--- src/rtl/busca_instrucao_pkg.sv ---
// Shared definitions for the processor front end: opcodes, fetch FSM states
// and the encoding of the CP source select.
package pkg_proc;

    localparam logic [3:0] OP_JUMP   = 4'b1011;
    localparam logic [3:0] OP_BRANCH = 4'b1100;

    typedef enum logic [1:0] {
        INICIO = 2'd0,
        REQ    = 2'd1,
        PRONTO = 2'd2
    } estado_t;

    // FonteCP: 0 selects the ULA result, 1 selects the jump field of IR
    localparam logic FONTE_ULA = 1'b0;
    localparam logic FONTE_IR  = 1'b1;

endpackage

--- src/rtl/busca_instrucao_registrador_cp.sv ---
// Program counter with a one-deep pending target. While a read is in flight
// the CP must keep addressing memory, so writes are parked until the ack.
module registrador_cp
    import pkg_proc::*;
#(
    parameter int             AW       = 8,
    parameter logic [AW-1:0]  RESET_PC = '0
) (
    input  logic          clk,
    input  logic          rst_n,
    input  logic          em_req,
    input  logic          em_pronto,
    input  logic          ack,
    input  logic          escrita,
    input  logic [AW-1:0] alvo,
    output logic [AW-1:0] cp
);

    logic [AW-1:0] cp_q, cp_d;
    logic [AW-1:0] pend_q, pend_d;
    logic          pend_vld_q, pend_vld_d;

    // Priority: direct write when idle; during a fetch the newest target
    // (same-cycle write, then parked one) beats the sequential increment.
    always_comb begin
        cp_d       = cp_q;
        pend_d     = pend_q;
        pend_vld_d = pend_vld_q;
        if (em_pronto && escrita) begin
            cp_d = alvo;
        end else if (em_req) begin
            if (ack) begin
                pend_vld_d = 1'b0;
                if (escrita) begin
                    cp_d = alvo;
                end else if (pend_vld_q) begin
                    cp_d = pend_q;
                end else begin
                    cp_d = cp_q + AW'(1);
                end
            end else if (escrita) begin
                pend_vld_d = 1'b1;
                pend_d     = alvo;
            end
        end
    end

    // State registers for CP and the parked target
    always_ff @(posedge clk or negedge rst_n) begin
        if (!rst_n) begin
            cp_q       <= RESET_PC;
            pend_q     <= '0;
            pend_vld_q <= 1'b0;
        end else begin
            cp_q       <= cp_d;
            pend_q     <= pend_d;
            pend_vld_q <= pend_vld_d;
        end
    end

    assign cp = cp_q;

endmodule

--- src/rtl/busca_instrucao.sv ---
// Multicycle instruction fetch: runs the memory read handshake, holds IR,
// flags fetch timeouts and hands the opcode to the control unit.
module busca_instrucao
    import pkg_proc::*;
#(
    parameter int             AW       = 8,
    parameter int             DW       = 16,
    parameter logic [AW-1:0]  RESET_PC = '0,
    parameter int             TIMEOUT  = 15
) (
    input  logic          clk,
    input  logic          rst_n,
    output logic          mem_req,
    output logic [AW-1:0] mem_addr,
    input  logic [DW-1:0] mem_rdata,
    input  logic          mem_ack,
    input  logic          EscIR,
    input  logic          EscCP,
    input  logic          EscCondCP,
    input  logic          FonteCP,
    input  logic          ula_zero,
    input  logic [DW-1:0] ula_result,
    output logic [DW-1:0] ir,
    output logic [3:0]    opcode,
    output logic          ir_valido,
    output logic [AW-1:0] cp,
    output logic          erro
);

    localparam int             CW      = $clog2(TIMEOUT + 1);
    localparam logic [CW-1:0]  CNT_MAX = CW'(TIMEOUT);

    estado_t       estado_q, estado_d;
    logic [DW-1:0] ir_q, ir_d;
    logic          ir_valido_q, ir_valido_d;
    logic          mem_req_q, mem_req_d;
    logic          erro_q, erro_d;
    logic [CW-1:0] cnt_q, cnt_d;

    logic          esc_cp;
    logic [AW-1:0] alvo;
    logic          unused_ula;

    assign esc_cp     = EscCP | (EscCondCP & ula_zero);
    assign alvo       = (FonteCP == FONTE_IR) ? ir_q[AW-1:0] : ula_result[AW-1:0];
    assign unused_ula = ^ula_result[DW-1:AW];

    // Next-state logic for the fetch FSM, IR and timeout supervision
    always_comb begin
        estado_d    = estado_q;
        ir_d        = ir_q;
        ir_valido_d = ir_valido_q;
        mem_req_d   = mem_req_q;
        erro_d      = erro_q;
        cnt_d       = cnt_q;
        case (estado_q)
            INICIO: begin
                estado_d  = REQ;
                mem_req_d = 1'b1;
                cnt_d     = '0;
            end
            REQ: begin
                if (mem_ack) begin
                    ir_d        = mem_rdata;
                    ir_valido_d = 1'b1;
                    mem_req_d   = 1'b0;
                    estado_d    = PRONTO;
                end else begin
                    if (cnt_q != CNT_MAX) begin
                        cnt_d = cnt_q + CW'(1);
                    end
                    if (cnt_d == CNT_MAX) begin
                        erro_d = 1'b1;
                    end
                end
            end
            PRONTO: begin
                if (EscIR) begin
                    ir_valido_d = 1'b0;
                    mem_req_d   = 1'b1;
                    cnt_d       = '0;
                    estado_d    = REQ;
                end
            end
            default: begin
                estado_d  = INICIO;
                mem_req_d = 1'b0;
            end
        endcase
    end

    // Registered fetch state and outputs
    always_ff @(posedge clk or negedge rst_n) begin
        if (!rst_n) begin
            estado_q    <= INICIO;
            ir_q        <= '0;
            ir_valido_q <= 1'b0;
            mem_req_q   <= 1'b0;
            erro_q      <= 1'b0;
            cnt_q       <= '0;
        end else begin
            estado_q    <= estado_d;
            ir_q        <= ir_d;
            ir_valido_q <= ir_valido_d;
            mem_req_q   <= mem_req_d;
            erro_q      <= erro_d;
            cnt_q       <= cnt_d;
        end
    end

    registrador_cp #(
        .AW       (AW),
        .RESET_PC (RESET_PC)
    ) u_registrador_cp (
        .clk       (clk),
        .rst_n     (rst_n),
        .em_req    (estado_q == REQ),
        .em_pronto (estado_q == PRONTO),
        .ack       (mem_ack),
        .escrita   (esc_cp),
        .alvo      (alvo),
        .cp        (cp)
    );

    assign mem_req   = mem_req_q;
    assign mem_addr  = cp;
    assign ir        = ir_q;
    assign opcode    = ir_q[DW-1:DW-4];
    assign ir_valido = ir_valido_q;
    assign erro      = erro_q;

endmodule

--- config.mk ---
export PLATFORM = sky130hd
export DESIGN_NAME = busca_instrucao
export DESIGN_NICKNAME = d
export VERILOG_FILES = /design/src/rtl/busca_instrucao_pkg.sv /design/src/rtl/busca_instrucao_registrador_cp.sv /design/src/rtl/busca_instrucao.sv
export SDC_FILE = /design/constraint.sdc
export NUM_CORES = 1
export LEC_CHECK = 0
export BUFFER_PORTS_ARGS = -buffer_cell sky130_fd_sc_hd__buf_2
export CAP_MARGIN = 20
export CELL_PAD_IN_SITES_DETAIL_PLACEMENT = 1
export CELL_PAD_IN_SITES_GLOBAL_PLACEMENT = 1
export CORE_MARGIN = 2
export CORE_UTILIZATION = 34
export DETAILED_ROUTE_END_ITERATION = 16
export HOLD_SLACK_MARGIN = 0.15
export PLACE_DENSITY_LB_ADDON = 0.1
export REMOVE_ABC_BUFFERS = 1
export SYNTH_ARGS = -nofsm -noshare
export SYNTH_HDL_FRONTEND = slang
export SYNTH_SLANG_ARGS = --single-unit
export TNS_END_PERCENT = 10
--- constraint.sdc ---
create_clock -name clk -period 1.5 [get_ports clk]
set_input_delay 0.15 -clock clk [delete_from_list [all_inputs] [get_ports clk]]
set_output_delay 0.15 -clock clk [all_outputs]
set_load 0.01 [all_outputs]
==> flow_metrics.py <==
metrics = {
    "critical_path": {
        "critPathKind": "register to register",
        "path_max_fanout": 2,
        "endpoint_kind": "register",
        "start_kind": "register",
        "worstPathArrival_ps": 1660,
        "worstPathRequired_ps": 1690,
        "cp_cell_sequence": "ha_1 -> nor2b_4 -> a211oi_2 -> a21oi_2 -> mux2_4",
        "cp_slowest_stage_delay_ps": 400,
        "slowest_stage": "dfrtp_1",
    },
    "power_and_ir_drop": {
        "intPower_mw": 3.63,
        "ir_worst_vdd_v": 0.000938,
        "power_density_nw_per_um2": 2000,
        "power_frac_seq_pct": 34.6,
        "leakagePower_nw": 1.41,
        "clkPwrFrac_pct": 13.1,
        "combPwrFrac_pct": 52.3,
        "power.switching_mw": 2.44,
        "switching_share_pct": 40.2,
    },
    "die": {
        "die_w_microns": 84.7,
        "initial_core_util_pct": 35.0,
        "dieHeight_microns": 84.7,
        "ioPinCount": 79,
        "core.rowCount": 29,
        "core_sq_um": 6310,
        "die_area_sq_um": 7170,
    },
    "placed_design": {
        "hpwlAfterDp_microns": 4130,
        "io_buffers": 70,
        "routabilityCongestion": 0.755,
        "placed_area_sq_um": 2680,
        "pre_cts_ws_ps": 29.9,
    },
    "cts": {
        "cts.clk_slew.worst_paths_ps": 90,
        "cts_tree": "yes",
        "cts_made_buffers": 5,
        "clock_sinks": 42,
        "clock_tree.root_cell": "clkbuf_8",
        "insertion_delay_ps": 300,
        "clockBufferDepth": 2,
        "htree_levels": 2,
    },
    "finish": {
        "final_cell_mix": "buf_2 (71), dfrtp_1 (39), buf_4 (22)",
        "drive_above_1_share_pct": 43.9,
        "antenna_cells": 0,
        "final_common_cell": "buf_2",
        "area_delta_synth_final_pct": 37.4,
        "final_area_sq_um": 3040,
        "nFillCells": 734,
        "nets": 351,
    },
    "timing": {
        "slew_viol_final": 0,
        "grt_setup_unrepaired": "yes",
        "final.period_utilization_pct": 97.9,
        "finalCriticalPeriod_ps": 1470,
        "finalSetupViolations": 0,
        "slew-limit-headroom_pct": 77.6,
        "tns_ps": 0,
        "hold_viol": 0,
        "tightest_slew_ps": 327,
        "fmax_ghz": 0.681,
        "worst_slack_ps": 31.6,
        "clock_skew_ps": 5.00,
    },
    "logic_synthesis": {
        "seq_area_frac_synth_pct": 47.5,
        "ys_ff_latch": 42,
        "synth_top_area_share_pct": 47.5,
        "avgSynthCellArea_sq_um": 10.5,
        "synth_cell_type_count": 36,
        "syn_area_sq_um": 2210,
        "synth_largest_area_cell": "dfrtp_1",
        "postSynthCellCount": 210,
        "yosys_warnings": 0,
        "synthTopCellsByArea": "dfrtp_1 (48%), mux2_2 (9.7%), a21oi_1 (5.0%)",
    },
    "hold_path": {
        "worstHoldPathType": "primary input to register",
    },
    "drt": {
        "avgRoutedWirePerCell_microns": 15.5,
        "via_count": 1894,
        "dr.pass1.iters": 4,
        "drt_iter0_markers": 64,
        "antenna_left": 0,
        "avgViaCountPerCell": 4.89,
        "routed_wl_microns": 6000,
        "drc": 0,
    },
    "global_routing": {
        "antenna_found_initial": 0,
        "gr-total-overflow": 0,
        "grt_max_degree": 43,
        "grt_pass1_wl_microns": 10100,
        "grt_pass1_vias": 2011,
        "grt_usage_pct": 17.6,
    },
    "outcome": {
        "status": "finished clean",
    },
    "run": {
        "maxCapViolCount": 0,
    },
}
-- path summary, 6_finish.rpt --
path / start / to / slack (ps) / depth (start not counted)
setup / recovery: u_registrador_cp.cp[1] / u_registrador_cp.cp[1] / 30 / 5
hold reg to reg: u_registrador_cp.pend_q[5] / u_registrador_cp.pend_q[5] / 510 / 2
max in group asynchronous: rst_n / u_registrador_cp.cp[3] / 930 / 3
setup reg to reg: u_registrador_cp.cp[1] / u_registrador_cp.cp[1] / 30 / 5
hold / removal: ula_result[7] / u_registrador_cp.pend_q[7] / 170 / 3
min in group asynchronous: rst_n / estado_q[1] / 350 / 3
-- synthesized netlist by cell type (all sizes together) --
cell	n
mux2i	10
a21oi	25
nand3	7
nor3	6
a31oi	1
nand2	6
dfrtp	42
a21o	2
o311ai	1
a32o	1
o41ai	3
nor4b	1
mux2	19
and2	1
buf	19
inv	5
a211oi	3
o211a	1
nor2	18
clkbuf	3
nor3b	1
o21ai	10
nor2b	5
nand4	1
nand2b	3
o21a	7
nand3b	2
ha	2
a41oi	1
xor2	2
xnor2	2
-- power groups by stage --
stage / Combinational (mW) / Clock [mW] / Sequential [mW]
floorplan: 1.31 / 0 / 2.40
global route: 3.53 / 0.863 / 2.19
global placement: 2.86 / 0 / 2.08
detailed placement: 2.93 / 0 / 2.11
CTS: 2.98 / 0.814 / 2.09
finish: 3.18 / 0.794 / 2.10
-- per-stage QoR --
step,cells,power (mW),util (%),hold slack (ps)
after global placement,356,4.94,42.4,148
after detailed placement,356,5.04,42.4,148
final,387,6.07,48.1,174
after CTS,382,5.88,46.8,173
after global routing,387,6.58,48.1,201
after floorplan,188,3.71,-,-146
-- kinds of logic after synthesis --
| family | synth area share, % |
|---|---|
| AND/OR/NAND/NOR | 11.8 |
| AO/OA/AOI/OAI | 15.7 |
| XOR/XNOR | 1.58 |
| multiplexers | 14.2 |
| flip-flops | 47.5 |
| buffers and inverters | 8.14 |
| adder cells (fa/ha/maj) | 1.13 |
-- layout make-up --
cell class | count | area [sq um] | area share, %
inverters | 5 | 18.8 | 0.618
well taps | 77 | 96.3 | 3.17
multi-input cells | 141 | 1020 | 33.7
flip-flops and latches | 42 | 1050 | 34.7
clock buffers | 5 | 68.8 | 2.26
repair buffers | 114 | 752 | 24.7
clock inverters | 3 | 25.0 | 0.823
-- flip-flops by register name (all words and copies together), names as in the netlist --
register	count
cnt_q	4
erro	1
estado_q	2
ir	16
ir_valido	1
mem_req	1
u_registrador_cp.cp	8
u_registrador_cp.pend_q	8
u_registrador_cp.pend_vld_q	1
-- critical path: cells and delay by family (launching register included) --
| family | cells | cell delay, ps |
|---|---|---|
| AO/OA/AOI/OAI | 2 | 270 |
| adder cells (fa/ha/maj) | 1 | 300 |
| flip-flops | 1 | 400 |
| multiplexers | 1 | 260 |
| AND/OR/NAND/NOR | 1 | 130 |
-- per-layer routing --
metal	vias to the layer above	global-route usage (%)	share of wire, %
met5	-	0	0
met4	0	4.04	0.40
met3	2	4.42	5.0
met2	53	30.1	48
met1	907	22.4	46
li1	932	-	-
-- what timing repair did --
| action | CTS | global route |
|---|---|---|
| hold buffers | 18 | 0 |
| setup buffers | 0 | 4 |
| endpoints found under the hold margin | 59 | 0 |
| endpoints found under the setup margin | 0 | 22 |
| resized for setup | 0 | 14 |
Note: power is estimated with default switching activity, not from simulation.
